**src/rtl/iter_shift_unit_pkg.sv**
```systemverilog
// Shared definitions for the iterative shifter: FSM state type and the
// encodings of the direction and mode request fields.
package iter_shift_unit_pkg;

    // Controller states: waiting for a request, stepping, holding a result.
    typedef enum logic [1:0] {
        ST_IDLE  = 2'd0,
        ST_SHIFT = 2'd1,
        ST_DONE  = 2'd2
    } state_t;

    // in_dir encodings
    localparam logic DIR_LEFT   = 1'b0;
    localparam logic DIR_RIGHT  = 1'b1;

    // in_arith encodings
    localparam logic MODE_LOGIC = 1'b0;
    localparam logic MODE_ARITH = 1'b1;

endpackage

```
**src/rtl/iter_shift_unit_shift_step.sv**
```systemverilog
// shift_step: combinational single-bit shift stage.
//   d       in   WIDTH  current operand value
//   dir     in   1      0 = left, 1 = right
//   arith   in   1      0 = logical, 1 = arithmetic
//   sign0   in   1      sign bit of the original (unshifted) operand
//   d_next  out  WIDTH  value after one 1-bit step
//   ovf_bit out  1      this step overflows (left shifts only)
module shift_step
    import iter_shift_unit_pkg::*;
#(
    parameter int unsigned WIDTH = 8
) (
    input  logic [WIDTH-1:0] d,
    input  logic             dir,
    input  logic             arith,
    input  logic             sign0,
    output logic [WIDTH-1:0] d_next,
    output logic             ovf_bit
);

    logic fill;

    always_comb begin
        d_next  = d;
        ovf_bit = 1'b0;
        fill    = 1'b0;
        if (dir == DIR_LEFT) begin
            d_next = {d[WIDTH-2:0], 1'b0};
            if (arith == MODE_ARITH) begin
                // d[WIDTH-2] becomes the new MSB; overflow when it leaves
                // the original sign.
                ovf_bit = (d[WIDTH-2] != sign0);
            end else begin
                ovf_bit = d[WIDTH-1];
            end
        end else begin
            fill   = (arith == MODE_ARITH) ? d[WIDTH-1] : MODE_LOGIC;
            d_next = {fill, d[WIDTH-1:1]};
        end
    end

endmodule

```
**src/rtl/iter_shift_unit.sv**
```systemverilog
// iter_shift_unit: multi-cycle shifter, one bit per clock, valid/ready on
// both sides. A request is latched in IDLE, stepped shamt times in SHIFT,
// and the result is held in DONE until the consumer accepts it.
//   clk        in   1        rising-edge clock
//   rst        in   1        synchronous active-high reset
//   in_valid   in   1        request valid
//   in_ready   out  1        unit can accept a request (IDLE only)
//   in_data    in   WIDTH    operand
//   in_shamt   in   SHAMT_W  shift amount
//   in_dir     in   1        0 = left, 1 = right
//   in_arith   in   1        0 = logical, 1 = arithmetic
//   out_valid  out  1        result valid (DONE)
//   out_ready  in   1        consumer accepts result
//   out_data   out  WIDTH    shifted result
//   out_ovf    out  1        sticky left-shift overflow
//   busy       out  1        high in SHIFT or DONE
module iter_shift_unit
    import iter_shift_unit_pkg::*;
#(
    parameter int unsigned WIDTH   = 8,
    parameter int unsigned SHAMT_W = 3
) (
    input  logic               clk,
    input  logic               rst,
    input  logic               in_valid,
    output logic               in_ready,
    input  logic [WIDTH-1:0]   in_data,
    input  logic [SHAMT_W-1:0] in_shamt,
    input  logic               in_dir,
    input  logic               in_arith,
    output logic               out_valid,
    input  logic               out_ready,
    output logic [WIDTH-1:0]   out_data,
    output logic               out_ovf,
    output logic               busy
);

    localparam logic [SHAMT_W-1:0] CNT_ONE = SHAMT_W'(1);

    state_t             state;
    state_t             state_next;
    logic [WIDTH-1:0]   data_q;
    logic [SHAMT_W-1:0] cnt_q;
    logic               ovf_q;
    logic               dir_q;
    logic               arith_q;
    logic               sign0_q;

    logic [WIDTH-1:0]   step_d;
    logic               step_ovf;

    shift_step #(
        .WIDTH (WIDTH)
    ) u_step (
        .d       (data_q),
        .dir     (dir_q),
        .arith   (arith_q),
        .sign0   (sign0_q),
        .d_next  (step_d),
        .ovf_bit (step_ovf)
    );

    // Next-state and handshake outputs
    always_comb begin
        state_next = state;
        in_ready   = 1'b0;
        out_valid  = 1'b0;
        busy       = 1'b0;
        case (state)
            ST_IDLE: begin
                in_ready = 1'b1;
                if (in_valid) begin
                    state_next = (in_shamt == '0) ? ST_DONE : ST_SHIFT;
                end
            end
            ST_SHIFT: begin
                busy = 1'b1;
                if (cnt_q == CNT_ONE) begin
                    state_next = ST_DONE;
                end
            end
            ST_DONE: begin
                busy      = 1'b1;
                out_valid = 1'b1;
                if (out_ready) begin
                    state_next = ST_IDLE;
                end
            end
            default: state_next = ST_IDLE;
        endcase
    end

    // State and datapath registers
    always_ff @(posedge clk) begin
        if (rst) begin
            state   <= ST_IDLE;
            data_q  <= '0;
            cnt_q   <= '0;
            ovf_q   <= 1'b0;
            dir_q   <= DIR_LEFT;
            arith_q <= MODE_LOGIC;
            sign0_q <= 1'b0;
        end else begin
            state <= state_next;
            case (state)
                ST_IDLE: begin
                    if (in_valid) begin
                        data_q  <= in_data;
                        dir_q   <= in_dir;
                        arith_q <= in_arith;
                        sign0_q <= in_data[WIDTH-1];
                        cnt_q   <= in_shamt;
                        ovf_q   <= 1'b0;
                    end
                end
                ST_SHIFT: begin
                    data_q <= step_d;
                    ovf_q  <= ovf_q | step_ovf;
                    cnt_q  <= cnt_q - CNT_ONE;
                end
                default: ;
            endcase
        end
    end

    // Result registers double as outputs; they only change in IDLE/SHIFT,
    // so they stay stable while DONE waits for out_ready.
    assign out_data = data_q;
    assign out_ovf  = ovf_q;

endmodule

```
**config.mk**
```make
export PLATFORM = sky130hd
export DESIGN_NAME = iter_shift_unit
export DESIGN_NICKNAME = d
export VERILOG_FILES = /design/src/rtl/iter_shift_unit_pkg.sv /design/src/rtl/iter_shift_unit_shift_step.sv /design/src/rtl/iter_shift_unit.sv
export SDC_FILE = /design/constraint.sdc
export NUM_CORES = 1
export LEC_CHECK = 0
export ABC_AREA = 1
export CAP_MARGIN = 20
export CORE_UTILIZATION = 45
export DETAILED_ROUTE_END_ITERATION = 8
export MAX_ROUTING_LAYER = met4
export PLACE_DENSITY = 0.75
export SLEW_MARGIN = 20
export SYNTH_ARGS = -nofsm -noshare
export SYNTH_HDL_FRONTEND = slang
export SYNTH_SLANG_ARGS = --single-unit
```
**constraint.sdc**
```tcl
create_clock -name clk -period 1.6 [get_ports clk]
set_input_delay 0.24 -clock clk [delete_from_list [all_inputs] [get_ports clk]]
set_output_delay 0.24 -clock clk [all_outputs]
set_load 0.02 [all_outputs]
```
==> key figures, run 1 <==
Run status
  – Outcome: complete, no violations

GRT
  – First-pass GRT wire length: 4.112 mm
  – GRT Total Usage: 0.2174
  – Met2 Resource Use GR: 0.3553
  – Met3 Resource Use GR: 0.03571
  – Total global routing overflow: 0
  – GRT busiest layer: met2
  – Initial antenna violation count: 0
  – Met1 Resource Use GR: 0.2559
  – Vias in the first global route: between 1000 and 1500
  – Largest net degree at the start of global routing: 14

Timing
  – Final-report hold violation count: 0
  – Relative slew slack: 0.7939
  – Crit path time final: ~1.6 ns
  – Max Transition Viols Final: 0
  – Worst-margin pin slew: 0.3088 ns
  – Fin worst setup slack: roughly 0.048 ns
  – Crit share post-route: 0.9701
  – Fin Clk Skew: 0.003901 ns
  – Max Freq: 644.3 MHz
  – Final Setup Violations: 0

Hold path
  – Hold Crit Class: flop to flop
  – Hold endpoint: sign0_q
  – WHS Path Cells: 2
  – Hold Crit Start: sign0_q

Place
  – I/O Buffers: 28
  – Gp weighted congestion: 0.8954
  – Placement Setup Slack: 0.03558 ns
  – DP Cell Count: 229
  – DP HPWL: 1.941 mm

Power and ir drop
  – Clock share of power: 0.093
  – Switching part of the total: 0.4899
  – NetSw: about 1200 uW
  – Sequential share of power: 0.282
  – Combinational fraction of design power: 0.625
  – PwrDens: 1763 nW/um^2
  – Maximum VDD drop: between 1 and 1.5 mV
  – Pleak: 0.0007189 uW
  – Int Pwr: 1282 uW

Synthesis
  – Largest cells by area after synthesis: dfxtp_1 (31%), nand2_1 (20%), inv_1 (9.0%)
  – Syn nets: 196
  – Cell Area, Synth: 1086 um^2
  – Post-synthesis sequential area ratio: 0.3134
  – Share of the synthesized area in the top cell type: 0.3134
  – Yosys cell types: 18
  – Dominant cell type by area after synthesis: dfxtp_1
  – YS warnings: 0
  – Syn avg cell area: around 6.2 um^2
  – Synth Instances: 174
  – #FFs+latches synth: 17

Worst setup path
  – Reg-to-Reg Start: state[0]
  – Largest fanout on the critical path: 4
  – Kind of critical path: flop to output pin
  – Crit-path slowest cell: clkdlybuf4s50_1
  – Cell Chain, Critical Path: clkdlybuf4s50_1
  – Reg2Reg Setup Slack: 0.13 ns
  – Buffers and inverters on the worst path: 1
  – Worst Path Arrival: 1.31 ns
  – Req. time, crit path: 1.36 ns
  – R2R cell count: 9
  – Largest stage delay, worst path: 0.62 ns
  – Startpoint Class: flop
  – Worst R2R End: out_data[7]
  – CP Capture Type: output pin
  – Critical path's top delay family: buffers and inverters

Drt
  – Initial DRC Count: 14
  – Via count: 1123
  – Post-route ant nets: 0
  – DR pass1 iterations: 4
  – Final WL: ~2.4 mm
  – Via/cell ratio: approximately 4.8
  – Drt drc: 0
  – Routed wire per std cell: about 10 um

Finish
  – Most common cell after layout, fill and taps aside: nand2_1
  – Synth-to-layout area growth: 31.22%
  – Layout Nets: 228
  – Non-Filler Instances: 233
  – Most frequent cells in the layout: nand2_1 (58), inv_1 (26), clkdlybuf4s50_1 (22), nor2_1 (18), dfxtp_1 (16)
  – N_diodes: 0
  – Layout cells sized above 1: 0.1024

Floorplan
  – Core area: approximately 2200 um^2
  – Die area: 2614 um^2
  – Initial Util: 0.4863
  – Die Ht: 51.13 um
  – Ports: 29
  – Row Count: 17
  – Die width: around 50 um

Clock network
  – Root buffer cell: clkbuf_4
  – TritonCTS Buffers: 3
  – Clock sink total: 17
  – Max clock buf depth: 2
  – Clock slew at reported path FFs: 0.09 ns
  – Clk Latency, worst-skew pair: 0.29 ns
  – CTS H-tree lvls: 1
  – Post-CTS Setup Bufs: 0
  – CTS tree: done

Run
  – Max Cap Violations: 0
worst register-to-register path, delay by kind of cell (launching register included):
family,cells,cell delay (ns)
and+or+nand+nor,5,0.43
buffers and inverters,2,0.21
DFF,1,0.36
AOI/OAI and AO/OA,1,0.13
adders and majority gates,1,0.27
worst max-delay path by stage:
stage | startpoint | endpoint | slack, ns | cells after the start
floorplan | state[0] | out_data[6] | 0.17 | 8
global placement | state[1] | in_ready | 0.1 | 3
detailed placement | state[0] | out_data[7] | 0.04 | 9
CTS | state[0] | in_ready | 0.005 | 3
global route | state[0] | out_data[7] | -0.003 | 9
finish | out_data[3] | out_data[3] | 0.05 | 1
stage by stage:
step	TNS, ns	util	hold slack (ns)	total power [uW]	cell area (um^2)
after global placement	0	0.6213	0.4507	2260	1388
after global routing	-0.003467	0.6381	0.5057	2754	1425
after CTS	0	0.6314	0.4859	2497	1410
after detailed placement	0	0.6213	0.4710	2304	1388
after floorplan	0	-	0.3091	1869	1086
final	0	0.6381	0.4806	2513	1425
cell type report:
type	count	area (um^2)
clock buffers	4	26.28
fillers	220	808.3
inverters	28	110.1
multi-input cells	124	604.3
flip-flops and latches	17	341.6
well taps	28	35.03
repair buffers	32	307.8
state kept, by name, summed over array words and instances (netlist names):
signal / flops
sign0_q: 1
state: 2
out_ovf: 1
dir_q: 1
arith_q: 1
cnt_q: 3
out_data: 8
kinds of logic (layout without fill, tap and decap cells):
logic type / after synthesis / count (layout) / share of synthesized area
simple gates: 93 / 93 / 0.3641
buf+inv: 33 / 64 / 0.1417
compound gates: 26 / 26 / 0.1233
flops: 17 / 17 / 0.3134
fa+ha+maj: 5 / 5 / 0.05760
power groups by stage:
stage	logic (uW)	registers (uW)	clock network, uW
finish	1570	708	234
global route	1770	727	260
CTS	1550	705	242
detailed placement	1590	712	0
global placement	1550	706	0
floorplan	1100	766	0
cells in the mapped netlist (all sizes together):
cell / instances
nand2: 63
a21oi: 11
nand3: 9
inv: 28
nor2: 20
ha: 5
or2: 1
buf: 5
o21ai: 15
dfxtp: 17
metal layers:
layer | routed length (um) | share of wire | up-vias
met5 | 0 | 0 | -
met4 | 59 | 0.024 | 0
met2 | 1129 | 0.47 | 19
li1 | - | - | 595
met3 | 76 | 0.031 | 7
met1 | 1152 | 0.48 | 502
timing repair:
action,4_1_cts,5_1_grt
hold buffers,0,0
resized for setup,5,8
endpoints found under the setup margin,4,11
(Power assumes the default switching activity.)
==> run 2, diff against run 1 <==
GPL_TIMING_DRIVEN = 0   (was unset)
TNS_END_PERCENT = 50   (was unset)
==> run 2 against run 1 <==
Net effect: die area unchanged; maximum frequency is 0.28% lower; sequential power down 1%; register-to-register slack gained 0.06 ns; core utilization increased by 0.56 points; critical path type unchanged; clock skew increased by 0.0022 ns; clock power about the same; global-route usage is 0.37 points lower.
==> key figures, run 2 (synthesis results as in run 1) <==
Power and ir drop
  – Sequential share of power: 0.273 (-0.009)
  – Combinational fraction of design power: 0.636 (+0.011)
  – Int Pwr: 1331 uW (+3.8%)
  – Switching part of the total: 0.4814 (-0.008495)
  – Clock share of power: 0.091 (-0.002)
  – Pleak: 0.0007355 uW (+2.3%)
  – PwrDens: 1785 nW/um^2 (+1.2%)
  – Maximum VDD drop: 1.052 mV (-2.5%)
  – NetSw: 1235 uW (+0.36%)

Timing
  – Worst-margin pin slew: 0.2738 ns (-0.03497 ns)
  – RSZ-0062 raised after global routing: true
  – Relative slew slack: 0.8169 (+0.02297)
  – Max Freq: 642.5 MHz (-0.28%)
  – Final-report hold violation count: 0 (unchanged)
  – Crit share post-route: 0.9728 (+0.002691)
  – Final Setup Violations: 0 (unchanged)
  – Fin Clk Skew: 0.006109 ns (+0.002208 ns)
  – Max Transition Viols Final: 0 (unchanged)
  – Crit path time final: 1.556 ns (+0.004305 ns)

GRT
  – Initial antenna violation count: 0 (unchanged)
  – First-pass GRT wire length: 4.105 mm (-0.17%)
  – GRT Total Usage: 0.2137 (-0.003712)
  – Vias in the first global route: 1018 (+1.2%)
  – Total global routing overflow: 0 (unchanged)
  – Largest net degree at the start of global routing: 11 (-3)

Worst setup path
  – Buffers and inverters on the worst path: 2 (+1)
  – Startpoint Class: flop
  – Largest stage delay, worst path: 0.34 ns (-0.28 ns)
  – Req. time, crit path: 1.36 ns (about the same)
  – Largest fanout on the critical path: 3 (-1)
  – Cell Chain, Critical Path: inv_1 -> ha_2 -> clkdlybuf4s15_1
  – Critical path's top delay family: buffers and inverters
  – Kind of critical path: flop to output pin
  – CP Capture Type: output pin
  – Worst Path Arrival: 1.32 ns (about the same)
  – Crit-path slowest cell: dfxtp_1

Finish
  – Final Cell Area: 1438 um^2 (+0.88%)
  – Most common cell after layout, fill and taps aside: nand2_1
  – Layout cells sized above 1: 0.1019 (-0.0004973)
  – Most frequent cells in the layout: nand2_1 (58), inv_1 (26), clkdlybuf4s50_1 (22), nor2_1 (18), dfxtp_1 (16)
  – # fillers: 227 (+3.2%)
  – Non-Filler Instances: 234 (+0.43%)
  – N_diodes: 0 (unchanged)
  – Largest register FFs: 8 (unchanged)
  – Synth-to-layout area growth: 32.37%
  – Layout Nets: 229 (+0.44%)

Clock network
  – Clk Latency, worst-skew pair: 0.29 ns (about the same)
  – CTS tree: done
  – Clock sink total: 17 (unchanged)
  – CTS H-tree lvls: 1 (unchanged)
  – Clock slew at reported path FFs: 0.10 ns (about the same)
  – TritonCTS Buffers: 3 (unchanged)
  – Root buffer cell: clkbuf_4
  – Post-CTS Setup Bufs: 0 (unchanged)
  – Max clock buf depth: 2 (unchanged)

Drt
  – Via/cell ratio: 4.872 (+1.1%)
  – Initial DRC Count: 24 (+10)
  – DR pass1 iterations: 4 (unchanged)
  – Final WL: 2.423 mm (+0.25%)
  – Post-route ant nets: 0 (unchanged)
  – Routed wire per std cell: 10.35 um (-0.18%)
  – Via count: 1140 (+1.5%)
  – Drt drc: 0 (unchanged)

Place
  – I/O Buffers: 28 (unchanged)
  – DP Cell Count: 230 (+0.44%)
  – DP HPWL: 1.909 mm (-1.7%)
  – DP Area: 1401 um^2 (+0.99%)
  – Gp weighted congestion: 0.8405 (-6.1%)

Floorplan
  – Core area: 2233 um^2 (unchanged)
  – Ports: 29 (unchanged)
  – Die area: 2614 um^2 (unchanged)
  – Die width: 51.13 um (unchanged)
  – Row Count: 17 (unchanged)
  – Die Ht: 51.13 um (unchanged)
  – Initial Util: 0.4863 (unchanged)

Run
  – Max Cap Violations: 0 (unchanged)

Run status
  – Outcome: complete, no violations

Hold path
  – Hold Crit Class: flop to flop
-- run 2: layout make-up --
class,instances,area [um^2],area share
buffer,5,43.79,0.03046
multi-input combinational,124,594.3,0.4134
sequential,17,341.6,0.2376
clock buffer,4,26.28,0.01828
timing repair buffer,28,286.5,0.1993
tap,28,35.03,0.02437
inverter,28,110.1,0.07659
-- run 2: per-stage QoR --
step                power [uW]  worst slack [ns]    util  hold WS, ns   TNS, ns
floorplan                 1869            0.1720       -       0.3091         0
global placement          2326           0.04581  0.6275       0.4511         0
detailed placement        2374           0.03885  0.6275       0.4564         0
CTS                       2575          0.008463  0.6381       0.4728         0
global route              2806          -0.01281  0.6437       0.4989  -0.01281
finish                    2567           0.04354  0.6437       0.4698         0
-- run 2: worst paths after layout --
path,cells past startpoint,end,start,slack [ns]
hold / removal,2,out_ovf,out_ovf,0.47
setup / recovery,3,busy,state[1],0.04
hold reg to reg,2,out_ovf,out_ovf,0.47
setup reg to reg,8,cnt_q[1],state[1],0.19
-- run 2: worst reg2reg max path, stage by stage, from the launching register on --
cell and delay, ns:
dfxtp_1 0.34, inv_1 0.08, ha_1 0.19, buf_6 0.15
nand2_4 0.11, nand2_2 0.09, buf_6 0.15, o21ai_0 0.15
nor2_1 0.05
-- run 2: power groups by stage --
stage | Clock (uW) | Combinational (uW) | Sequential (uW)
after floorplan | 0 | 1100 | 766
after global placement | 0 | 1620 | 703
after detailed placement | 0 | 1660 | 710
after CTS | 238 | 1640 | 698
after global routing | 256 | 1830 | 720
final | 233 | 1630 | 701
-- run 2: repair_timing --
action	in CTS	in global routing
endpoints found under the setup margin	3	10
pin swaps	0	0
resized for setup	4	6
hold buffers	0	0
-- run 2: routing by layer --
layer  global-route usage  share of wire  vias up
met5                    -              0        -
met4              0.06944         0.0037        0
met3              0.03571          0.033        2
met2               0.3816           0.50       22
met1               0.2400           0.47      519
li1                     -              -      597
